[config.mk]
export PLATFORM = sky130hd
export DESIGN_NAME = sd_block_server
export DESIGN_NICKNAME = d
export VERILOG_FILES = /design/src/rtl/sd_block_server.sv
export SDC_FILE = /design/constraint.sdc
export NUM_CORES = 1
export LEC_CHECK = 0
export CAP_MARGIN = 20
export CORE_MARGIN = 2
export CORE_UTILIZATION = 30
export CTS_CLUSTER_DIAMETER = 120
export DETAILED_ROUTE_END_ITERATION = 7
export DONT_BUFFER_PORTS = 1
export REMOVE_ABC_BUFFERS = 1
export SLEW_MARGIN = 10
export SYNTH_ARGS = -nofsm -noshare
export SYNTH_HDL_FRONTEND = slang
export SYNTH_SLANG_ARGS = --single-unit
[constraint.sdc]
create_clock -name clk_sys -period 5.3 [get_ports clk_sys]
set_input_delay 0.53 -clock clk_sys [delete_from_list [all_inputs] [get_ports clk_sys]]
set_output_delay 0.53 -clock clk_sys [all_outputs]
set_load 0.03 [all_outputs]
[src/rtl/sd_block_server.sv]
// sd_block_server: serves sd_lba/sd_rd/sd_wr 512-byte block requests from a toggle req/ack word store.
module sd_block_server #(
  parameter logic [23:0] BASE_ADDR = 24'h000000,
  parameter int          ACK_DELAY = 4
) (
  input  logic        clk_sys,
  input  logic        reset,
  input  logic [31:0] sd_lba,
  input  logic        sd_rd,
  input  logic        sd_wr,
  output logic        sd_ack,
  output logic [7:0]  sd_buff_addr,
  output logic [15:0] sd_buff_dout,
  output logic        sd_buff_wr,
  input  logic [15:0] sd_buff_din,
  output logic [23:0] mem_addr,
  output logic [15:0] mem_dout,
  output logic        mem_we_req,
  input  logic        mem_we_ack,
  output logic        mem_rd_req,
  input  logic        mem_rd_ack,
  input  logic [15:0] mem_din,
  output logic        busy
);
  typedef enum logic [3:0] {IDLE, DELAY, RD_REQ, RD_WAIT, RD_PUT, WR_ADDR, WR_CAP, WR_REQ, WR_WAIT, DONE} state_t;
  localparam logic [3:0] ACK_D = 4'(ACK_DELAY);
  state_t state, state_n;
  logic [3:0] cnt, cnt_n;
  logic [7:0] idx, idx_n, baddr_n;
  logic [15:0] lba, lba_n, bdout_n, mdout_n;
  logic [23:0] maddr_n, word_addr;
  logic dir_rd, rd_n, ack_n, bwr_n, we_n, rdq_n, busy_n, last;
  logic unused_lba;
  assign unused_lba = ^sd_lba[31:16];
  assign word_addr = BASE_ADDR + {lba, idx};
  assign last = idx == 8'hFF;
  always_comb begin
    state_n = state;
    cnt_n = cnt;
    idx_n = idx;
    lba_n = lba;
    rd_n = dir_rd;
    ack_n = sd_ack;
    baddr_n = sd_buff_addr;
    bdout_n = sd_buff_dout;
    bwr_n = 1'b0;
    maddr_n = mem_addr;
    mdout_n = mem_dout;
    we_n = mem_we_req;
    rdq_n = mem_rd_req;
    busy_n = busy;
    case (state)
      IDLE: if (sd_rd || sd_wr) begin
        state_n = DELAY;
        lba_n = sd_lba[15:0];
        rd_n = sd_rd;
        idx_n = '0;
        cnt_n = '0;
        busy_n = 1'b1;
      end
      DELAY: if (cnt == ACK_D) begin
        ack_n = 1'b1;
        baddr_n = '0;
        state_n = dir_rd ? RD_REQ : WR_ADDR;
      end else cnt_n = cnt + 4'd1;
      RD_REQ: begin
        maddr_n = word_addr;
        rdq_n = ~mem_rd_req;
        state_n = RD_WAIT;
      end
      RD_WAIT: if (mem_rd_ack == mem_rd_req) begin
        bdout_n = mem_din;
        baddr_n = idx;
        bwr_n = 1'b1;
        state_n = RD_PUT;
      end
      RD_PUT: begin
        idx_n = last ? idx : idx + 8'd1;
        ack_n = !last;
        state_n = last ? DONE : RD_REQ;
      end
      // sd_buff_addr changed on entry; the client's registered data is ready two edges later
      WR_ADDR: state_n = WR_CAP;
      WR_CAP: begin
        mdout_n = sd_buff_din;
        maddr_n = word_addr;
        state_n = WR_REQ;
      end
      WR_REQ: begin
        we_n = ~mem_we_req;
        state_n = WR_WAIT;
      end
      WR_WAIT: if (mem_we_ack == mem_we_req) begin
        idx_n = last ? idx : idx + 8'd1;
        baddr_n = last ? sd_buff_addr : idx + 8'd1;
        ack_n = !last;
        state_n = last ? DONE : WR_ADDR;
      end
      DONE: begin
        busy_n = 1'b0;
        idx_n = '0;
        state_n = IDLE;
      end
      default: state_n = IDLE;
    endcase
  end
  always_ff @(posedge clk_sys) begin
    if (reset) begin
      state <= IDLE;
      cnt <= '0;
      idx <= '0;
      lba <= '0;
      dir_rd <= 1'b0;
      sd_ack <= 1'b0;
      sd_buff_addr <= '0;
      sd_buff_dout <= '0;
      sd_buff_wr <= 1'b0;
      mem_addr <= '0;
      mem_dout <= '0;
      mem_we_req <= 1'b0;
      mem_rd_req <= 1'b0;
      busy <= 1'b0;
    end else begin
      state <= state_n;
      cnt <= cnt_n;
      idx <= idx_n;
      lba <= lba_n;
      dir_rd <= rd_n;
      sd_ack <= ack_n;
      sd_buff_addr <= baddr_n;
      sd_buff_dout <= bdout_n;
      sd_buff_wr <= bwr_n;
      mem_addr <= maddr_n;
      mem_dout <= mdout_n;
      mem_we_req <= we_n;
      mem_rd_req <= rdq_n;
      busy <= busy_n;
    end
  end
endmodule

Word level (Yosys, flattened, before mapping)
Index checks and enable logic that the tools add are counted.

Bitwise logic cells: 3. Multiplexer cells: 26. Reduce and logical (&&, ||, !) cells: 18. Magnitude comparators: 0. Divide/modulo/power cells: 0. Multiply operators: 0. $add $sub $neg: 2. Eq/ne operators: 19. Shifts and indexed selects: 0.

Operator list (number): 8-bit two-way mux (7); 4-bit one-hot mux with 9 select lines (1); 4-bit two-way mux (8); 8-bit one-hot mux with 4 select lines (1); 8-bit one-hot mux with 3 select lines (1); 4-bit by 3-bit equality test with 1-bit output (second input constant) (5); 2-bit inequality test (second input constant) (6); 3-bit AND reduction (3); 8-bit by 1-bit adder with 8-bit output (second input constant) (1); 4-bit by 2-bit equality test with 1-bit output (second input constant) (2); 4-bit equality test (second input constant) (2); 8-bit equality test (second input constant) (1); 4-bit one-hot mux with 2 select lines (1); 2-bit AND reduction (3); 3-bit nonzero test (2); 5-bit AND reduction (1); 4-bit by 1-bit adder with 4-bit output (second input constant) (1); 4-bit by 1-bit equality test with 1-bit output (second input constant) (1); 4-bit zero test (1); 1-bit two-way mux (4); 4-bit AND reduction (1); 2-bit nonzero test (2); 4-bit nonzero test (1); 2-bit OR reduction (2); other kinds (7) (10).

Register bits after elaboration: 102. Output and inout bits: 69. Bits of input ports: 70. Memory bits (read-only): 0. Logic and storage cells: 82. Latch bits: 0. Memories kept: 0. Bits in writable memories: 0.

Depth between registers and ports, before layout
Depth after elaboration: 4. Gate-level depth with buffers: 7. Depth with buffers taken out: 6.

Worst setup path after synthesis
OpenSTA, ideal clock, no wires.

Path type: flip-flop to flip-flop. Start point: register idx[0]. End point: register sd_buff_addr[0]. Data arrival time: 1.721 ns. Required time: 5.165 ns. Cell stages (with the launch flop): 6. Setup slack: 3.444 ns. Clock period less this slack: 1.856 ns. Path buffers: 0. Setup time: 0.135 ns. Cells stage by stage: dfxtp_1 > ha_1 > and4b_1 > a211oi_1 > and3_1 > a211oi_1.

Longest elaborated chain between the ends: 4. Elaborated cells on any way between the ends: 8. Classes of those cells: 1 x add/sub; 2 x eq/ne; 4 x mux; 1 x reduce/logical.

Ends and longest elaborated chain: start, declared (RTL line 29) `logic [7:0] idx, idx_n, baddr_n;`; start signal, assigned (RTL line 126) `idx <= idx_n;`; 8-bit by 1-bit adder with 8-bit output (RTL line 95) `baddr_n = last ? sd_buff_addr : idx + 8'd1;`; 8-bit two-way mux (RTL line 95); 8-bit two-way mux (RTL line 93) `WR_WAIT: if (mem_we_ack == mem_we_req) begin`; 8-bit one-hot mux with 3 select lines (RTL line 52) `case (state)`; end signal, assigned (RTL line 130) `sd_buff_addr <= baddr_n;`; end, declared (RTL line 12) `output logic [7:0] sd_buff_addr,`.

Several ways; a longest one is shown, not always the timed one. The select of a mux whose other input is x is not followed. A chain may end at the register's enable or synchronous reset.

Worst setup path after layout
Start point: register state[1]. End point: register busy.

Longest elaborated chain between the ends: 3. Elaborated cells on any way between the ends: 6. Classes of those cells: 2 x eq/ne; 1 x mux; 3 x reduce/logical.

Ends and longest elaborated chain: start, declared (RTL line 27) `state_t state, state_n;`; start signal, assigned (RTL line 124) `state <= state_n;`; 4-bit equality test / 4-bit zero test (equally long branches) (RTL line 52); 2-bit nonzero test (no line) / 2-bit inequality test (equally long branches); 2-bit AND reduction (no line); end signal, assigned (RTL line 137) `busy <= busy_n;`; end, declared (RTL line 23) `output logic busy`.

Several ways; a longest one is shown, not always the timed one.

==> flow_summary.ini <==
[route]
wl_per_cell_um = 15.5
dr.pass1.iters = 5
drc = 0
vias = 3739
drtIter0Drc = 240
wirelength_mm = 10.9
ant_nets = 0
vias_per_cell = 5.32

[place]
portBuffers = 0
place_area_um2 = 4360
hpwlAfterDp_mm = 7.53
dp.cells = 685
gp_congestion = 0.884

[yosys]
synthesis.area_um2 = 4280
avgSynthCellArea_um2 = 7.89
netlist_instances = 543
yosysTopAreaCell = dfxtp_1
yosysTopAreaCellShare_pct = 47.7
async_flop_share_pct = 0
synth.area.top_cells = dfxtp_1 48%, nand2_1 14%, a21oi_1 9.9%
seq_area_frac_synth_pct = 47.7
synth-main-ff-cell = dfxtp_1
synth_seq_cells = 102
synth-edff-count = 0
yosysWarnings = 0
ys_types = 54

[layout]
regArea_um2 = 2040
fin_area_um2 = 4670
n_antenna_cell = 0
final_util_pct = 33.5
layout_common_cells = 164 x nand2_1, 102 x dfxtp_1, 85 x a21oi_1, 19 x nor2_1, 13 x nand3_1
final_net_count = 591
syn_to_final_growth_pct = 9.08
multi_input_area_um2 = 2060
stdcell_count = 703
final_common_cell = nand2_1
drive_gt1_share_pct = 5.35
fillers = 1428

[timing]
drv_slew = 0
clock.fmax_mhz = 408
setup_viol_count_final = 0
final-hold-violation-count = 0
finalSetupTns_ns = 0
clock_skew_ns = 0.00634
rsz0062_at_grt = false
worst_slew_pin_slew_ns = 0.985
relSlewSlack_pct = 34.3
final.min_clock_period_ns = 2.45
period_share_pct = 46.3

[floorplanning]
die_y_um = 124
rows = 43
die_w_um = 124
core_area_um2 = 13900
die-area_um2 = 15300
ios = 139
start_util_pct = 30.7

[clock_tree]
htreeDepth = 3
clock_path_buffers = 2
numCtsBuffers = 9
cts_tree = built
cts_resized = 0
clk_pin_slew_ns = 0.07
clkSinkCount = 102
cts_setup_buffers = 0
ctsHoldBuffers = 0
root_buffer = clkbuf_16
clk_latency_ns = 0.35

[worst_setup_path]
worstPathArrival_ns = 2.70
startpoint = state[1]
slowest_stage = nor4_1
cp_max_fo = 24
crit_path_max_incr_delay_ns = 0.75
reg2reg_from = state[1]
r2r_slack_ns = 2.85
end_kind = flip-flop
r2r_end = busy
cp-start-kind = flip-flop
path_class = flip-flop to flip-flop
endpoint = busy
critPathRequiredTime_ns = 5.55
path_cells = nor4_1, and2_1, nor2_1, a311oi_1
r2r_cells = 4

[global_routing]
grt_overflow = 0
track_usage_pct = 13.9
grt_max_degree = 99
antenna_found_initial = 0
met1_usage_pct = 17.2
grt_pass1_vias = 3227
grt.met2_usage_pct = 21.6
use_met3_pct = 5.30
grt_pass1_wl_mm = 16.4
top_usage_layer = met2

[hold_path]
min_from = reset
hold_class = input pin to flip-flop
min_path_cells = 1

[flow_run]
cap_violations = 0

[pwr]
leakagePower_nw = 1.51
finalPower_mw = 2.20
power_density_nw_per_um2 = 471
vdd_ir_drop_max_mv = 0.182

[status]
outcome = completed
==> registers in the layout, summed over array words and instances, names as in the netlist <==
signal        cells
busy              1
cnt               4
dir_rd            1
idx               8
lba              16
mem_addr         24
mem_dout         16
mem_rd_req        1
mem_we_req        1
sd_ack            1
sd_buff_addr      8
sd_buff_dout     16
sd_buff_wr        1
state             4
==> cells by family (layout without fill, tap and decap cells) <==
kind of cell               after synthesis  in the layout  share of synthesized area [%]
and+or+nand+nor                        236            236                           24.1
muxes                                    4              4                          0.935
buffers and inverters                   44             24                           4.23
adders and majority gates                3              3                          0.876
AOI/OAI and AO/OA                      146            146                           20.5
DFF                                    102            102                           47.7
xor gates and xnor gates                 8              8                           1.64
==> cell usage after synthesis, types with 4 or more instances <==
master      n
and3_1      5
mux2i_1     4
or2_2       4
a211oi_1    8
a31oi_1     9
a21oi_1    85
a221oi_1    5
a22oi_1     5
dfxtp_1   102
o21ai_0    10
nand2_1   164
buf_2       6
nor3_1      8
nor2_1     19
xor2_1      5
nand3_1    13
clkbuf_1   29
==> critical path, delay by kind of cell (launching register included) <==
kind / cells / cell delay [ns]
DFF: 1 / 0.56
and+or+nand+nor: 3 / 1.52
AOI/OAI and AO/OA: 1 / 0.28
==> cell type report <==
type	count	share of cell area (%)
multi-input cells	397	44.1
flip-flops and latches	102	43.7
clock buffers	12	5.27
well taps	180	4.82
clock inverters	4	1.15
repair buffers	4	0.643
inverters	4	0.321
==> power breakdown <==
group | internal (mW) | switching [mW]
logic | 0.172 | 0.306
clock network | 0.381 | 0.284
registers | 0.861 | 0.198
total | 1.41 | 0.788
==> metal layers <==
layer	share of wire [%]	vias to the layer above
li1	-	1830
met1	42	1729
met2	44	167
met3	12	13
met4	1.4	0
met5	0	-
==> how the worst min path moves through the flow <==
| stage | slack, ns | endpoint |
|---|---|---|
| 3_5_place_dp | 0.44 | mem_addr[15] |
| 6_report | 0.26 | lba[13] |
| 4_1_cts | 0.24 | mem_addr[17] |
| 2_1_floorplan | 0.43 | mem_addr[10] |
| 3_3_place_gp | 0.43 | mem_addr[16] |
| 5_1_grt | 0.24 | mem_addr[15] |
==> through the flow <==
step | setup slack, ns | hold WS [ns]
floorplan | 2.86 | 0.426
global placement | 2.91 | 0.432
detailed placement | 2.82 | 0.438
CTS | 2.82 | 0.243
global route | 2.62 | 0.245
finish | 2.85 | 0.261
Power figures use the tool's default switching activity.
